File: src/rtl/rx_frontend_cfg_seq.sv
// rx_frontend_cfg_seq
//   Buffers a batch of settings-bus writes from a control source and replays
//   them onto the frontend settings bus when committed. Replay starts right
//   away or on the next sync_in pulse, so a reconfiguration lands atomically
//   relative to the sample stream. Consecutive strobes are separated by
//   GAP_CYCLES idle cycles.
//
// Ports
//   clk, reset        clock, synchronous active-high reset
//   s_wr_stb/addr/data buffer-write request from the control source
//   s_wr_ready        write would be accepted (IDLE and buffer not full)
//   commit            pulse: start replaying the buffer
//   commit_on_sync    level sampled with commit: wait for sync_in first
//   sync_in           sample-timing sync pulse
//   abort             pulse: cancel replay and flush the buffer
//   set_stb/addr/data settings bus towards the frontend
//   busy              replay armed or in progress
//   done              one-cycle pulse when a batch has been fully issued
//   overflow          one-cycle pulse when a write was dropped
//   fill              current buffer occupancy
module rx_frontend_cfg_seq #(
  parameter int DEPTH_LOG2 = 3,
  parameter int SR_AW      = 8,
  parameter int GAP_CYCLES = 1
) (
  input  logic                  clk,
  input  logic                  reset,
  input  logic                  s_wr_stb,
  input  logic [SR_AW-1:0]      s_wr_addr,
  input  logic [31:0]           s_wr_data,
  output logic                  s_wr_ready,
  input  logic                  commit,
  input  logic                  commit_on_sync,
  input  logic                  sync_in,
  input  logic                  abort,
  output logic                  set_stb,
  output logic [SR_AW-1:0]      set_addr,
  output logic [31:0]           set_data,
  output logic                  busy,
  output logic                  done,
  output logic                  overflow,
  output logic [DEPTH_LOG2:0]   fill
);

  localparam int DEPTH = 1 << DEPTH_LOG2;
  localparam int GW    = (GAP_CYCLES > 1) ? $clog2(GAP_CYCLES) : 1;
  localparam logic [GW-1:0] GAP_LOAD = GW'((GAP_CYCLES > 0) ? GAP_CYCLES - 1 : 0);
  localparam logic [DEPTH_LOG2:0] FULL_LEVEL = (DEPTH_LOG2+1)'(DEPTH);

  typedef enum logic [1:0] {IDLE, ARMED, ISSUE, GAP} state_t;

  state_t                r_state;
  state_t                w_nextState;
  logic [SR_AW-1:0]      r_memAddr [DEPTH];
  logic [31:0]           r_memData [DEPTH];
  logic [DEPTH_LOG2-1:0] r_wrPtr;
  logic [DEPTH_LOG2-1:0] r_rdPtr;
  logic [DEPTH_LOG2:0]   r_fill;
  logic [DEPTH_LOG2:0]   w_fillNext;
  logic [GW-1:0]         r_gapCnt;
  logic                  r_setStb;
  logic [SR_AW-1:0]      r_setAddr;
  logic [31:0]           r_setData;
  logic                  r_done;
  logic                  r_overflow;
  logic                  w_wrAccept;
  logic                  w_issue;
  logic                  w_doneNext;
  logic                  w_gapLoad;
  logic [SR_AW-1:0]      w_headAddr;
  logic [31:0]           w_headData;

  assign s_wr_ready = (r_state == IDLE) && (r_fill < FULL_LEVEL);
  assign w_wrAccept = s_wr_stb && s_wr_ready && !abort;
  assign w_fillNext = r_fill + {{DEPTH_LOG2{1'b0}}, w_wrAccept};

  // A write landing in the same cycle as a commit on an empty buffer has not
  // reached the memory yet, so the head entry is taken straight off the
  // write port in that case.
  assign w_headAddr = (r_fill == '0) ? s_wr_addr : r_memAddr[r_rdPtr];
  assign w_headData = (r_fill == '0) ? s_wr_data : r_memData[r_rdPtr];

  assign set_stb  = r_setStb;
  assign set_addr = r_setAddr;
  assign set_data = r_setData;
  assign done     = r_done;
  assign overflow = r_overflow;
  assign fill     = r_fill;
  assign busy     = (r_state != IDLE);

  // State register.
  always_ff @(posedge clk) begin
    if (reset) begin
      r_state <= IDLE;
    end else begin
      r_state <= w_nextState;
    end
  end

  // Next-state logic. w_issue marks the edge that loads a strobe and pops the
  // head, so the strobe is visible in the first cycle spent in ISSUE. During
  // ISSUE r_fill already excludes the entry being strobed.
  always_comb begin
    w_nextState = r_state;
    w_issue     = 1'b0;
    w_doneNext  = 1'b0;
    w_gapLoad   = 1'b0;
    if (abort) begin
      w_nextState = IDLE;
    end else begin
      case (r_state)
        IDLE: begin
          if (commit) begin
            if (w_fillNext == '0) begin
              w_doneNext = 1'b1;
            end else if (commit_on_sync) begin
              w_nextState = ARMED;
            end else begin
              w_nextState = ISSUE;
              w_issue     = 1'b1;
            end
          end
        end
        ARMED: begin
          if (sync_in) begin
            w_nextState = ISSUE;
            w_issue     = 1'b1;
          end
        end
        ISSUE: begin
          if (r_fill != '0) begin
            if (GAP_CYCLES > 0) begin
              w_nextState = GAP;
              w_gapLoad   = 1'b1;
            end else begin
              w_nextState = ISSUE;
              w_issue     = 1'b1;
            end
          end else begin
            w_nextState = IDLE;
            w_doneNext  = 1'b1;
          end
        end
        GAP: begin
          if (r_gapCnt == '0) begin
            w_nextState = ISSUE;
            w_issue     = 1'b1;
          end
        end
        default: w_nextState = IDLE;
      endcase
    end
  end

  // Buffer storage has no reset; occupancy and pointers define validity.
  always_ff @(posedge clk) begin
    if (w_wrAccept) begin
      r_memAddr[r_wrPtr] <= s_wr_addr;
      r_memData[r_wrPtr] <= s_wr_data;
    end
  end

  // Pointers, occupancy, gap counter and the registered bus outputs. Abort
  // flushes the buffer but leaves the last issued address/data on the bus.
  always_ff @(posedge clk) begin
    if (reset) begin
      r_wrPtr    <= '0;
      r_rdPtr    <= '0;
      r_fill     <= '0;
      r_gapCnt   <= '0;
      r_setStb   <= 1'b0;
      r_setAddr  <= '0;
      r_setData  <= '0;
      r_done     <= 1'b0;
      r_overflow <= 1'b0;
    end else begin
      r_setStb   <= w_issue;
      r_done     <= w_doneNext;
      r_overflow <= s_wr_stb && !w_wrAccept && !abort;
      if (abort) begin
        r_wrPtr <= '0;
        r_rdPtr <= '0;
        r_fill  <= '0;
      end else begin
        if (w_wrAccept) begin
          r_wrPtr <= r_wrPtr + 1'b1;
        end
        if (w_issue) begin
          r_rdPtr   <= r_rdPtr + 1'b1;
          r_setAddr <= w_headAddr;
          r_setData <= w_headData;
        end
        case ({w_wrAccept, w_issue})
          2'b10:   r_fill <= r_fill + 1'b1;
          2'b01:   r_fill <= r_fill - 1'b1;
          default: r_fill <= r_fill;
        endcase
      end
      if (w_gapLoad) begin
        r_gapCnt <= GAP_LOAD;
      end else if (r_state == GAP && r_gapCnt != '0) begin
        r_gapCnt <= r_gapCnt - 1'b1;
      end
    end
  end

endmodule

File: config.mk
export PLATFORM = sky130hd
export DESIGN_NAME = rx_frontend_cfg_seq
export DESIGN_NICKNAME = d
export VERILOG_FILES = /design/src/rtl/rx_frontend_cfg_seq.sv
export SDC_FILE = /design/constraint.sdc
export NUM_CORES = 1
export LEC_CHECK = 0
export ABC_AREA = 1
export BUFFER_PORTS_ARGS = -buffer_cell sky130_fd_sc_hd__buf_4
export CORE_ASPECT_RATIO = 1.25
export CORE_MARGIN = 4
export CORE_UTILIZATION = 40
export DETAILED_ROUTE_END_ITERATION = 8
export HOLD_SLACK_MARGIN = 0.12
export PLACE_DENSITY = 0.57
export SLEW_MARGIN = 5
export SYNTH_ARGS = -nofsm -noshare
export SYNTH_HDL_FRONTEND = slang
export SYNTH_SLANG_ARGS = --single-unit
export TNS_END_PERCENT = 100
File: constraint.sdc
create_clock -name clk -period 5.6 [get_ports clk]
set_input_delay 1.12 -clock clk [delete_from_list [all_inputs] [get_ports clk]]
set_output_delay 1.12 -clock clk [all_outputs]
set_load 0.05 [all_outputs]
**Word level (Yosys, flattened, before mapping)**

Memories as Yosys holds them, arrays and structs flattened. A register that Yosys moved wholly into a read port is not among the register bits.
Index checks and enable logic that the tools add are counted.

- Register bits: 56
- Memory bits (writable): 320
- Bits of input ports: 47
- Output and inout port bits: 49
- Logic and storage cells: 77
- Memories kept: 2

- Add/sub/neg operators: 6
- Order comparisons: 1
- Equal/unequal tests: 9
- Multiplexer cells: 30
- Bitwise gates (word level): 1
- Reduce and logical (&&, ||, !) cells: 18

Memory list:

| name | words | bits a word | read ports | clocked after Yosys merged registers in | wr ports | line | source |
|---|---|---|---|---|---|---|---|
| r_memData | 8 | 32 | 1 | 1 | 1 | 55 | `logic [31:0] r_memData [DEPTH];` |
| r_memAddr | 8 | 8 | 1 | 1 | 1 | 54 | `logic [SR_AW-1:0] r_memAddr [DEPTH];` |

Operators with widths:

| kind | number |
|---|---|
| $mux W32 | 1 |
| $mux W1 | 14 |
| $mux W2 | 6 |
| $mux W3 | 4 |
| $logic_not A4 Y1 | 2 |
| $mux W8 | 1 |
| $ne A2 B2 Y1 const B | 4 |
| $pmux W2 S4 | 1 |
| $pmux W4 S2 | 1 |
| $add A3 B1 Y3 const B | 2 |
| $eq A2 B2 Y1 const B | 3 |
| $logic_and A1 B1 Y1 | 6 |
| $add A4 B1 Y4 | 1 |
| $add A4 B1 Y4 const B | 1 |
| $eq A2 B1 Y1 const B | 2 |
| $lt A4 B4 Y1 const B | 1 |
| $pmux W1 S4 | 1 |
| $reduce_and A4 Y1 | 1 |
| $reduce_bool A2 Y1 | 2 |
| $reduce_bool A4 Y1 | 1 |
| $reduce_or A2 Y1 | 2 |
| $sub A4 B1 Y4 const B | 1 |
| $logic_not A1 Y1 | 2 |
| $logic_not A2 Y1 | 1 |
| other kinds (4) | 4 |

**Longest topological paths before layout**

- Depth in word-level cells: 12
- Mapped depth: 23
- Depth with buffers taken out: 23

**Worst setup path after synthesis**

No wires, ideal clock.

- Kind: flip-flop to flip-flop
- From: reg r_state[0]
- To: mem r_memAddr[2][0] (enable)
- Setup time: 487 ps
- Data arrival time: 4677 ps
- Data required time: 5113 ps
- Slack: 435 ps
- Stages on the path, launching flop included: 7
- Buffers on the path: 0
- Period minus slack after synthesis: 5165 ps
- Cells stage by stage: dfxtp_1 -> inv_1 -> nand2_1 -> nor2_2 -> nand3_2 -> or2_1 -> nor3_1

- Word-level cells in the longest chain between the ends: 6

RTL lines:

| item | line | source |
|---|---|---|
| start, declared | 52 | `state_t r_state;` |
| start signal, assigned | 96 | `r_state <= w_nextState;` |
| $logic_not A2 Y1 | 73 | `assign s_wr_ready = (r_state == IDLE) && (r_fill < FULL_LEVEL);` |
| $logic_and A1 B1 Y1 | 73 |  |
| named net s_wr_ready | 31 | `output logic s_wr_ready,` |
| $logic_and A1 B1 Y1 (2 in a row) | 74 | `assign w_wrAccept = s_wr_stb && s_wr_ready && !abort;` |
| $mux W1 | 157 | `if (w_wrAccept) begin` |
| $mux W1 (implied by the code) | 158 | `r_memAddr[r_wrPtr] <= s_wr_addr;` |
| end, declared | 54 |  |

The timed path passes the listed nets, and every way through them passes these cells.

**Worst setup path after layout**

- From: in abort
- To: reg r_fill[2], in the netlist fill[2]

- Word-level cells in the longest chain between the ends: 10
- Elaborated cells between the ends (all ways): 13
- Classes of those cells: add/sub: 1; eq/ne: 2; mux: 5; reduce/logical: 5

RTL lines:

| item | line | source |
|---|---|---|
| start, declared | 35 | `input logic abort,` |
| $logic_not A1 Y1 (*) | 74 |  |
| $logic_and A1 B1 Y1 (*) | 74 |  |
| named net w_wrAccept | 66 | `logic w_wrAccept;` |
| $add A4 B1 Y4 (*) | 75 | `assign w_fillNext = r_fill + {{DEPTH_LOG2{1'b0}}, w_wrAccept};` |
| $logic_not A4 Y1 (*) | 114 | `if (w_fillNext == '0) begin` |
| $mux W1 (*) | 114 |  |
| $mux W1 (*) | 113 | `if (commit) begin` |
| $pmux W1 S4 (*) | 111 | `case (r_state)` |
| $mux W1 (*) | 108 | `if (abort) begin` |
| named net w_issue | 67 | `logic w_issue;` |
| $eq A2 B1 Y1 / $eq A2 B2 Y1 (equally long branches) | 193 | `case ({w_wrAccept, w_issue})` |
| $pmux W4 S2 / $reduce_bool A2 Y1 (equally long branches) | n/a |  |
| end signal, assigned | 194 | `2'b10: r_fill <= r_fill + 1'b1;` |
| end signal, assigned | 195 | `2'b01: r_fill <= r_fill - 1'b1;` |
| end signal, assigned | 196 | `default: r_fill <= r_fill;` |
| end, declared | 58 | `logic [DEPTH_LOG2:0] r_fill;` |

Mark *: on every way through the listed nets, which the timed path passes. The rest lies on a longest branch.
A chain may end at the register's enable or synchronous reset.

==> parameters.txt <==
Parameter                              Value

Yosys
  Fraction of the yosys area taken by sequential cells    approximately two thirds
  Ranking of synthesized cells by area    sky130_fd_sc_hd__edfxtp_1 58%, sky130_fd_sc_hd__nand2_1 9.6%, sky130_fd_sc_hd__nand3_1 7.6%
  Top cell type's share of synthesized area    approximately 58%
  Gate count after technology mapping    about 1800
  Count of cell types in the netlist    29
  Average footprint of a synthesized cell    around 9.5 µm²
  YS warnings    0
  Post-synthesis cell area    about 17000 µm²
  Register bit total from synthesis    around 380
  Post-Syn Nets    1805
  Area leader, netlist    sky130_fd_sc_hd__edfxtp_1

Global route
  Largest net degree at the start of global routing    about 280
  Remaining Overflow, GRT    0
  Met1 global-route usage    a little over a fifth
  Met3 global-route usage    between 2 and 3%
  Wire length of the first global-routing pass    roughly 60000 µm
  GRT busiest layer    met2
  Initial antenna violation count    1
  Overall Global Routing Usage    between 10% and 20%
  Met2 Track Usage GR    a little under 30%
  Via count of the first global-routing pass    around 11000

Placed design
  DP HPWL    20120 µm
  RePlAce Congestion    roughly 0.75
  Cell area after placement    approximately 18000 µm²
  Placed cell count    between 2000 and 2500
  Number of buffers inserted by port buffering    between 90 and 100

STA
  Portion of the clock cycle consumed by the worst path in the final layout    59.11%
  Number of endpoints with negative hold slack in the final report    0
  Final-layout worst hold slack    a little under 500 ps
  Skew final    between 10 and 15 ps
  Setup violators final    0
  Total Negative Setup Slacks    0 ps
  Max Clk Rate    302.1 MHz
  Setup repair after global routing missed its margin    false
  Number of slew-limit violations in the final report    0
  Worst-Margin Slew    ~1300 ps
  Slew margin rel.    13.19%
  Final worst path period need    roughly 3300 ps

Layout
  Sequential cell area    roughly 11000 µm²
  Non-filler cells in the finished layout    2403
  Area grow syn2layout    14.37%
  Commonest cells after routing, fill and taps aside    428 x sky130_fd_sc_hd__nand2_1, 320 x sky130_fd_sc_hd__edfxtp_1, 259 x sky130_fd_sc_hd__inv_1
  Post-layout net count    about 1900
  Fraction of layout instances using a drive strength above 1    14.27%
  Layout Cell Area excl Fill    approximately 19000 µm²
  Total area of multi-input combinational cells    4559 µm²
  Commonest non-fill, non-tap cell in the layout    sky130_fd_sc_hd__nand2_1
  Fill cell count    between 3000 and 4000

Detailed routing
  Via count normalized by instance count    ~4.7
  Total vias in the final route    between 10000 and 15000
  Iteration-0 DRC Markers    around 710
  Total wirelength of the detailed-routed design    38530 µm
  Iteration count of the initial detailed-routing pass    5
  Final ANT Viol Nets    0
  Average routed wire per standard cell    roughly 16 µm
  DRC viols    0

Clocking
  Clock-pin slew reported for the worst setup and hold paths after clock tree synthesis    approximately 60 ps
  Cell chosen for the clock root    sky130_fd_sc_hd__clkbuf_16
  CTS buffer count    38
  Clock latency on the worst-skew pair    about 530 ps
  Clock Tree Buf Depth    3
  TritonCTS clock tree    yes
  Post-CTS setup-driven buffer insertion count    0
  Post-cts repair resize count    0
  Total number of clock tree sinks    between 300 and 400
  Total number of H-tree levels    2
  Hold buffers post-CTS    0

Pwr
  Peak supply drop    approximately 0.18 mV
  Total power after layout    6.036 mW
  Cell leakage power    8.004 nW
  Power density of the placed cells    around 320 nW/µm²

Worst hold path
  Path category of the worst min-delay check    register to register

Floorplan
  Overall die area    45060 µm²
  Die outline width    between 150 and 200 µm
  Starting Density    between 40% and 50%
  Number of top-level design ports    96
  Core ar.    around 40000 µm²
  Height of the die    236.3 µm
  Number of placement rows    83

Run
  Max capacitance violation total    0

Critical path
  Req. time, crit path    around 6000 ps
  Largest driver fanout on the critical path    7
  Worst Setup End Kind    register
  Worst Setup Start Kind    input port
  Crit path DAT    around 3700 ps
  Critical path class    input port to register

Outcome
  Run status    finished, final reports clean
## cell families after synthesis
logic type	count (synthesis)	share of synthesized area (%)
compound gates	16	0.5400
xor+xnor	4	0.2100
fa+ha+maj	7	0.5249
buf+inv	348	8.265
flops	379	64.68
simple gates	997	25.78
## Yosys cell counts (all sizes together)
library cell    n
edfxtp        320
ha              7
nand4           3
dfxtp          59
buf            43
o2111ai         1
o21ai           6
a21oi           8
xnor2           1
nor3            6
nor2          224
clkbuf         43
or2            81
inv           262
nand2         430
xor2            3
a211oi          1
nand3         253
## path summary, 6_finish.rpt
kind,startpoint,end,slack [ps],depth (start not counted)
setup / recovery,abort,fill[2],2290,21
hold / removal,r_rdPtr[2],register,490,2
setup reg to reg,r_state[0],fill[2],2310,22
hold reg to reg,r_rdPtr[2],register,490,2
## flip-flops by register name, summed over array words and instances, names as in the netlist, named ones only
register	cells
set_data	32
r_memData	256
set_addr	8
r_gapCnt	1
done	1
r_memAddr	64
r_wrPtr	3
fill	4
set_stb	1
r_state	2
r_rdPtr	3
overflow	1
## cell type report
class | count | area share, %
antenna | 1 | 0.01311
clock buffer | 61 | 5.757
clock inverter | 8 | 0.3410
inverter | 262 | 5.161
multi-input combinational | 1024 | 23.90
sequential | 379 | 56.58
tap | 552 | 3.620
timing repair buffer | 116 | 4.630
## stage by stage
stage / util (%) / worst slack (ps)
2_1_floorplan: - / 435.4
6_report: 46.40 / 2290
3_3_place_gp: 43.56 / 1861
3_5_place_dp: 43.56 / 1779
4_1_cts: 46.39 / 2320
5_1_grt: 46.39 / 2025
## worst max-delay path: stages
cell and delay (ps):
sky130_fd_sc_hd__buf_4 120, sky130_fd_sc_hd__inv_1 70, sky130_fd_sc_hd__nand3_2 160, sky130_fd_sc_hd__inv_1 140
sky130_fd_sc_hd__ha_1 210, sky130_fd_sc_hd__ha_1 240, sky130_fd_sc_hd__nor2_1 100, sky130_fd_sc_hd__nand2_1 60
sky130_fd_sc_hd__nor2_1 170, sky130_fd_sc_hd__nand2_2 100, sky130_fd_sc_hd__nand2_4 80, sky130_fd_sc_hd__inv_2 60
sky130_fd_sc_hd__ha_1 210, sky130_fd_sc_hd__nand2_1 90, sky130_fd_sc_hd__inv_1 50, sky130_fd_sc_hd__nor2_1 170
sky130_fd_sc_hd__ha_1 180, sky130_fd_sc_hd__a21oi_1 50, sky130_fd_sc_hd__xnor2_1 140, sky130_fd_sc_hd__o21ai_0 140
sky130_fd_sc_hd__inv_1 50
## metal layers
metal  wire (µm)  up-vias
met5           0        -
met4         650        0
met3        1628       46
met2       19530      203
met1       16720     5415
li1            -     5714
## report_power, final
| group | total, mW | switching [mW] | internal (mW) |
|---|---|---|---|
| registers | 3.12 | 0.0196 | 3.10 |
| clock network | 2.40 | 1.01 | 1.39 |
| logic | 0.516 | 0.366 | 0.150 |
No activity file was read; power rests on OpenSTA's default activity.
